--- src/rtl/dcache_mshr.sv ---
// Miss-status holding register: merges same-address cache misses, issues one memory read per
// distinct address, and returns each fill together with the mask of every waiting consumer.
module dcache_mshr #(
    parameter int ADDR_BITS     = 8,
    parameter int DATA_BITS     = 8,
    parameter int NUM_CONSUMERS = 8,
    parameter int NUM_ENTRIES   = 4
) (
    input  logic                               clk,
    input  logic                               reset,
    input  logic                               miss_valid,
    input  logic [ADDR_BITS-1:0]               miss_address,
    input  logic [$clog2(NUM_CONSUMERS)-1:0]   miss_consumer,
    output logic                               miss_ready,
    output logic                               mem_read_valid,
    output logic [ADDR_BITS-1:0]               mem_read_address,
    input  logic                               mem_read_ready,
    input  logic [DATA_BITS-1:0]               mem_read_data,
    output logic                               fill_valid,
    output logic [ADDR_BITS-1:0]               fill_address,
    output logic [DATA_BITS-1:0]               fill_data,
    output logic [NUM_CONSUMERS-1:0]           fill_mask,
    output logic [$clog2(NUM_ENTRIES):0]       occupancy
);

    localparam int IDX_W = (NUM_ENTRIES > 1) ? $clog2(NUM_ENTRIES) : 1;
    localparam int OCC_W = $clog2(NUM_ENTRIES) + 1;

    typedef enum logic [1:0] {
        ST_FREE,
        ST_PENDING,
        ST_ISSUED,
        ST_FILL
    } entry_state_e;

    entry_state_e             state_q [NUM_ENTRIES];
    entry_state_e             state_d [NUM_ENTRIES];
    logic [ADDR_BITS-1:0]     addr_q  [NUM_ENTRIES];
    logic [ADDR_BITS-1:0]     addr_d  [NUM_ENTRIES];
    logic [NUM_CONSUMERS-1:0] mask_q  [NUM_ENTRIES];
    logic [NUM_CONSUMERS-1:0] mask_d  [NUM_ENTRIES];

    logic                     mem_read_valid_q,   mem_read_valid_d;
    logic [ADDR_BITS-1:0]     mem_read_address_q, mem_read_address_d;
    logic                     fill_valid_q,       fill_valid_d;
    logic [ADDR_BITS-1:0]     fill_address_q,     fill_address_d;
    logic [DATA_BITS-1:0]     fill_data_q,        fill_data_d;
    logic [NUM_CONSUMERS-1:0] fill_mask_q,        fill_mask_d;
    logic [OCC_W-1:0]         occupancy_q,        occupancy_d;

    logic             hit_live, hit_fill, free_found, pend_found, issued_found;
    logic [IDX_W-1:0] hit_idx, free_idx, pend_idx, issued_idx;
    logic             accept;
    logic [NUM_CONSUMERS-1:0] consumer_bit;

    // Scanning from the top down lets the lowest matching index win each search.
    // NOTE: every always_comb output gets a default before any branch, so no latches are inferred.
    always_comb begin
        hit_live     = 1'b0;
        hit_fill     = 1'b0;
        free_found   = 1'b0;
        pend_found   = 1'b0;
        issued_found = 1'b0;
        hit_idx      = '0;
        free_idx     = '0;
        pend_idx     = '0;
        issued_idx   = '0;
        for (int i = NUM_ENTRIES - 1; i >= 0; i--) begin
            if (addr_q[i] == miss_address &&
                (state_q[i] == ST_PENDING || state_q[i] == ST_ISSUED)) begin
                hit_live = 1'b1;
                hit_idx  = IDX_W'(i);
            end
            if (addr_q[i] == miss_address && state_q[i] == ST_FILL) begin
                hit_fill = 1'b1;
            end
            if (state_q[i] == ST_FREE) begin
                free_found = 1'b1;
                free_idx   = IDX_W'(i);
            end
            if (state_q[i] == ST_PENDING) begin
                pend_found = 1'b1;
                pend_idx   = IDX_W'(i);
            end
            if (state_q[i] == ST_ISSUED) begin
                issued_found = 1'b1;
                issued_idx   = IDX_W'(i);
            end
        end
    end

    assign miss_ready   = hit_live || (!hit_fill && free_found);
    assign accept       = miss_valid && miss_ready;
    assign consumer_bit = NUM_CONSUMERS'(1) << miss_consumer;

    always_comb begin
        state_d            = state_q;
        addr_d             = addr_q;
        mask_d             = mask_q;
        mem_read_valid_d   = mem_read_valid_q;
        mem_read_address_d = mem_read_address_q;
        fill_valid_d       = 1'b0;
        fill_address_d     = fill_address_q;
        fill_data_d        = fill_data_q;
        fill_mask_d        = fill_mask_q;
        occupancy_d        = '0;

        for (int i = 0; i < NUM_ENTRIES; i++) begin
            if (state_q[i] == ST_FILL) state_d[i] = ST_FREE;
        end

        if (accept) begin
            if (hit_live) begin
                mask_d[hit_idx] = mask_q[hit_idx] | consumer_bit;
            end else begin
                state_d[free_idx] = ST_PENDING;
                addr_d[free_idx]  = miss_address;
                mask_d[free_idx]  = consumer_bit;
            end
        end

        // The mask is read after the merge so a waiter arriving on the response edge is included.
        if (mem_read_valid_q && mem_read_ready) begin
            mem_read_valid_d    = 1'b0;
            state_d[issued_idx] = ST_FILL;
            fill_valid_d        = 1'b1;
            fill_address_d      = addr_q[issued_idx];
            fill_data_d         = mem_read_data;
            fill_mask_d         = mask_d[issued_idx];
        end

        // Issue looks only at start-of-cycle state, so a fresh allocation waits one cycle.
        if (!issued_found && !mem_read_valid_q && pend_found) begin
            state_d[pend_idx]  = ST_ISSUED;
            mem_read_valid_d   = 1'b1;
            mem_read_address_d = addr_q[pend_idx];
        end

        for (int i = 0; i < NUM_ENTRIES; i++) begin
            if (state_d[i] != ST_FREE) occupancy_d = occupancy_d + OCC_W'(1);
        end
    end

    // NOTE: state registers use non-blocking assignments so every flop samples pre-edge values.
    always_ff @(posedge clk) begin
        if (reset) begin
            for (int i = 0; i < NUM_ENTRIES; i++) begin
                state_q[i] <= ST_FREE;
                addr_q[i]  <= '0;
                mask_q[i]  <= '0;
            end
            mem_read_valid_q   <= 1'b0;
            mem_read_address_q <= '0;
            fill_valid_q       <= 1'b0;
            fill_address_q     <= '0;
            fill_data_q        <= '0;
            fill_mask_q        <= '0;
            occupancy_q        <= '0;
        end else begin
            state_q            <= state_d;
            addr_q             <= addr_d;
            mask_q             <= mask_d;
            mem_read_valid_q   <= mem_read_valid_d;
            mem_read_address_q <= mem_read_address_d;
            fill_valid_q       <= fill_valid_d;
            fill_address_q     <= fill_address_d;
            fill_data_q        <= fill_data_d;
            fill_mask_q        <= fill_mask_d;
            occupancy_q        <= occupancy_d;
        end
    end

    assign mem_read_valid   = mem_read_valid_q;
    assign mem_read_address = mem_read_address_q;
    assign fill_valid       = fill_valid_q;
    assign fill_address     = fill_address_q;
    assign fill_data        = fill_data_q;
    assign fill_mask        = fill_mask_q;
    assign occupancy        = occupancy_q;

endmodule
--- config.mk ---
export PLATFORM = sky130hd
export DESIGN_NAME = dcache_mshr
export DESIGN_NICKNAME = d
export VERILOG_FILES = /design/src/rtl/dcache_mshr.sv
export SDC_FILE = /design/constraint.sdc
export NUM_CORES = 1
export LEC_CHECK = 0
export BUFFER_PORTS_ARGS = -buffer_cell sky130_fd_sc_hd__buf_4
export CORE_MARGIN = 3
export CORE_UTILIZATION = 25
export CTS_BUF_LIST = sky130_fd_sc_hd__clkbuf_4
export CTS_CLUSTER_SIZE = 25
export DETAILED_ROUTE_END_ITERATION = 16
export PLACE_DENSITY = 0.54
export SLEW_MARGIN = 20
export SYNTH_ARGS = -nofsm -noshare
export SYNTH_HDL_FRONTEND = slang
export SYNTH_SLANG_ARGS = --single-unit
--- constraint.sdc ---
create_clock -name clk -period 2.8 [get_ports clk]
set_input_delay 0.14 -clock clk [delete_from_list [all_inputs] [get_ports clk]]
set_output_delay 0.14 -clock clk [all_outputs]
set_load 0.01 [all_outputs]
==> flow_metrics.tcl <==
set metrics [dict create \
    ys_types 85 \
    dpl.cell_count 1216 \
    reg2reg_to "occupancy[2]" \
    min_period_ps 2820 \
    clkPwrFrac 0.148 \
    reg2reg_from "addr_q[14]" \
    async_flop_share 0 \
    cts_buffers 9 \
    core_area_mm2 0.0247 \
    intPower_mw 3.33 \
    drv_slew 0 \
    root_buffer "clkbuf_4" \
    synth_nets 824 \
    cts_tree "done" \
    grt_pass1_vias 6449 \
    p_per_area_mw_per_mm2 684 \
    clk_pin_slew_ps 200 \
    grt_pass1_wl_mm 37.1 \
    routed_wl_mm 23.8 \
    slew_headroom 0.415 \
    critPathLaunch "addr_q[14]" \
    drtIter0Drc 767 \
    crit_fanout 4 \
    postSynthCellCount 782 \
    synth_edf_count 0 \
    fin_nets 976 \
    worst_pin_slew_ps 878 \
    drive_above_1_share 0.312 \
    drt-pass1-iter-count 7 \
    cpPeakStageDelay_ps 380 \
    yosysWarnings 0 \
    critical_path_required_ps 3210 \
    finClkSkew_ps 42.2 \
    gr-total-overflow 0 \
    num_rows 57 \
    drc 0 \
    end_kind "flop" \
    fin_util 0.345 \
    final.setup.worst_slack_ps -22.7 \
    syn_area_mm2 0.00640 \
    clk_path_buf_depth 2 \
    syn_avg_cell_area_um2 8.19 \
    cap_violations 0 \
    slowest_stage "dfxtp_2" \
    track_usage 0.168 \
    start_kind "flop" \
    seq_power_share 0.338 \
    ioPinCount 61 \
    area_growth_pct 33.2 \
    combinationalPowerShare 0.514 \
    htreeDepth 3 \
    critPathKind "flop to flop" \
    hp-class "input port to flop" \
    gp_congestion 0.891 \
    p_switching_mw 2.50 \
    wire_per_inst_um 18.9 \
    ant_nets 0 \
    synth_flop_cell "dfxtp_1" \
    stdcell_count 1264 \
    start_util 0.259 \
    fin_crit_sh 1.01 \
    die_h_um 166 \
    violations "negative setup slack" \
    r2r_cells 15 \
    leakage_nw 3.28 \
    yosys.area.top_type "dfxtp_1" \
    io_buffer_count 60 \
    grt_max_degree 44 \
    path_cells "xor2_2 -> nor4_2 -> buf_4 -> nand3_2 -> nand4_1 -> nor3_4 -> or3_4 -> inv_2 -> ha_4 -> xnor2_4 -> ha_4 -> inv_2 -> a31oi_4 -> xnor2_1 -> nor2_1" \
    antenna_found_initial 1 \
    yosysSeqAreaShare 0.341 \
    synthTopCellsByArea "dfxtp_1 34%, nand2_1 7.5%, a21oi_1 4.8%" \
    vias_per_cell 5.24 \
    crit_arrival_ps 3240 \
    endpoint "occupancy[2]" \
    die_w_um 166 \
    outcome "complete, but fails checks" \
    setup_viol 1 \
    max_freq_mhz 354 \
    ir_drop_mv 0.339 \
    fin_hold_ws_ps 69.9 \
    nFillCells 2574 \
    clk_latency_ps 530 \
    hpwl_mm 17.1 \
    yosysTopAreaCellShare 0.341 \
    hold_viol 0 \
    vias 6626 \
    switching_share 0.429 \
    cts_sinks 109 \
    die_area_mm2 0.0276 \
    r2r_setup_slack_ps -20 \
    synth_seq_cells 109 \
    grt_setup_unrepaired "true" \
]
repair_timing:
| action | in CTS | in global routing |
|---|---|---|
| setup buffers | 7 | 8 |
| resized for setup | 11 | 48 |
| hold buffers | 19 | 0 |
| pin swaps | 7 | 22 |
| setup endpoints to repair | 3 | 23 |
| hold endpoints to repair | 53 | 0 |
worst max-delay path, delay by kind of cell, from the launching register on:
kind                     cells  cell delay, ps
buffers and inverters        3             340
XOR/XNOR                     3             450
AND/OR/NAND/NOR              6            1050
AO/OA/AOI/OAI                1             140
flip-flops                   1             380
adder cells (fa/ha/maj)      2             370
worst min-delay path by stage:
| stage | start | to | slack (ps) | cells after the start |
|---|---|---|---|---|
| finish | miss_consumer[0] | mask_q[18] | 70 | 3 |
| global route | miss_consumer[0] | mask_q[18] | 70 | 3 |
| CTS | miss_consumer[0] | mask_q[18] | 30 | 3 |
| detailed placement | mem_read_data[6] | fill_data[6] | 400 | 3 |
| global placement | mem_read_data[2] | fill_data[2] | 390 | 3 |
| floorplan | mem_read_data[0] | fill_data[0] | 280 | 2 |
Yosys cell counts, types with 6 or more instances:
master / number
a211oi_1: 17
a21oi_1: 62
a221o_1: 8
a221oi_1: 11
a222oi_1: 7
a22oi_1: 9
a311oi_1: 12
a31oi_1: 15
and3_1: 6
buf_2: 11
buf_6: 11
clkbuf_1: 33
dfxtp_1: 109
ha_1: 19
inv_1: 16
nand2_1: 128
nand3_1: 13
nand4_1: 6
nor2_1: 75
nor3_1: 22
nor3b_1: 6
nor4_1: 8
nor4_2: 9
o211ai_1: 6
o21ai_0: 14
xor2_1: 30
sequential cells by signal (all words and copies together) (netlist names):
register,flops
fill_data,8
state_q,8
addr_q,32
mem_read_valid,1
fill_address,8
occupancy,3
mem_read_address,8
mask_q,32
fill_mask,8
fill_valid,1
layout make-up:
cell class              count  area, µm²  area share
multi-input cells         592       4110       0.481
flip-flops and latches    109       2200       0.257
repair buffers            206       1610       0.189
well taps                 324        405      0.0475
clock inverters             7       77.6     0.00910
clock buffers               9       67.6     0.00792
inverters                  16       60.1     0.00704
diodes                      1       2.50    0.000293
layout by cell type (no fill, tap or decap), types with 10 or more instances in the layout:
master / instances
a211oi_1: 17
a21oi_1: 60
a221oi_1: 10
a311oi_1: 11
a31oi_1: 13
buf_4: 184
dfxtp_1: 98
dfxtp_2: 11
dlygate4sd3_1: 19
ha_1: 16
inv_1: 13
nand2_1: 127
nand3_1: 10
nor2_1: 75
nor3_1: 20
o21ai_0: 13
xor2_1: 24
kinds of logic after synthesis:
| logic type | count (synthesis) | synth area share |
|---|---|---|
| buffers and inverters | 81 | 0.0686 |
| adders and majority gates | 19 | 0.0371 |
| xor gates and xnor gates | 35 | 0.0502 |
| DFF | 109 | 0.341 |
| AOI/OAI and AO/OA | 221 | 0.251 |
| and+or+nand+nor | 317 | 0.252 |
power by group through the flow:
stage                     clock, mW  sequential [mW]  combinational (mW)
after floorplan                   0             2.02                1.52
after global placement            0             1.99                2.68
after detailed placement          0             1.99                2.71
after CTS                     0.894             1.96                2.77
after global routing          0.952             2.01                3.26
final                         0.863             1.97                3.00
routing by layer:
layer / global-route usage / vias to the layer above / part of all wire
li1: - / 3168 / -
met1: 0.231 / 3133 / 0.45
met2: 0.268 / 279 / 0.45
met3: 0.0267 / 46 / 0.073
met4: 0.0590 / 0 / 0.026
met5: 0 / - / 0
per-stage QoR:
step	total power, mW	setup WS, ps	TNS (ps)	area, µm²
final	5.83	-22.7	-22.7	8530
after global routing	6.22	-129	-305	8530
after CTS	5.62	-28.6	-28.6	8250
after detailed placement	4.70	-63.9	-78.2	7820
after global placement	4.67	-54.8	-57.6	7820
after floorplan	3.54	-56.3	-56.3	6460
Note: power is estimated with default switching activity, not from simulation.
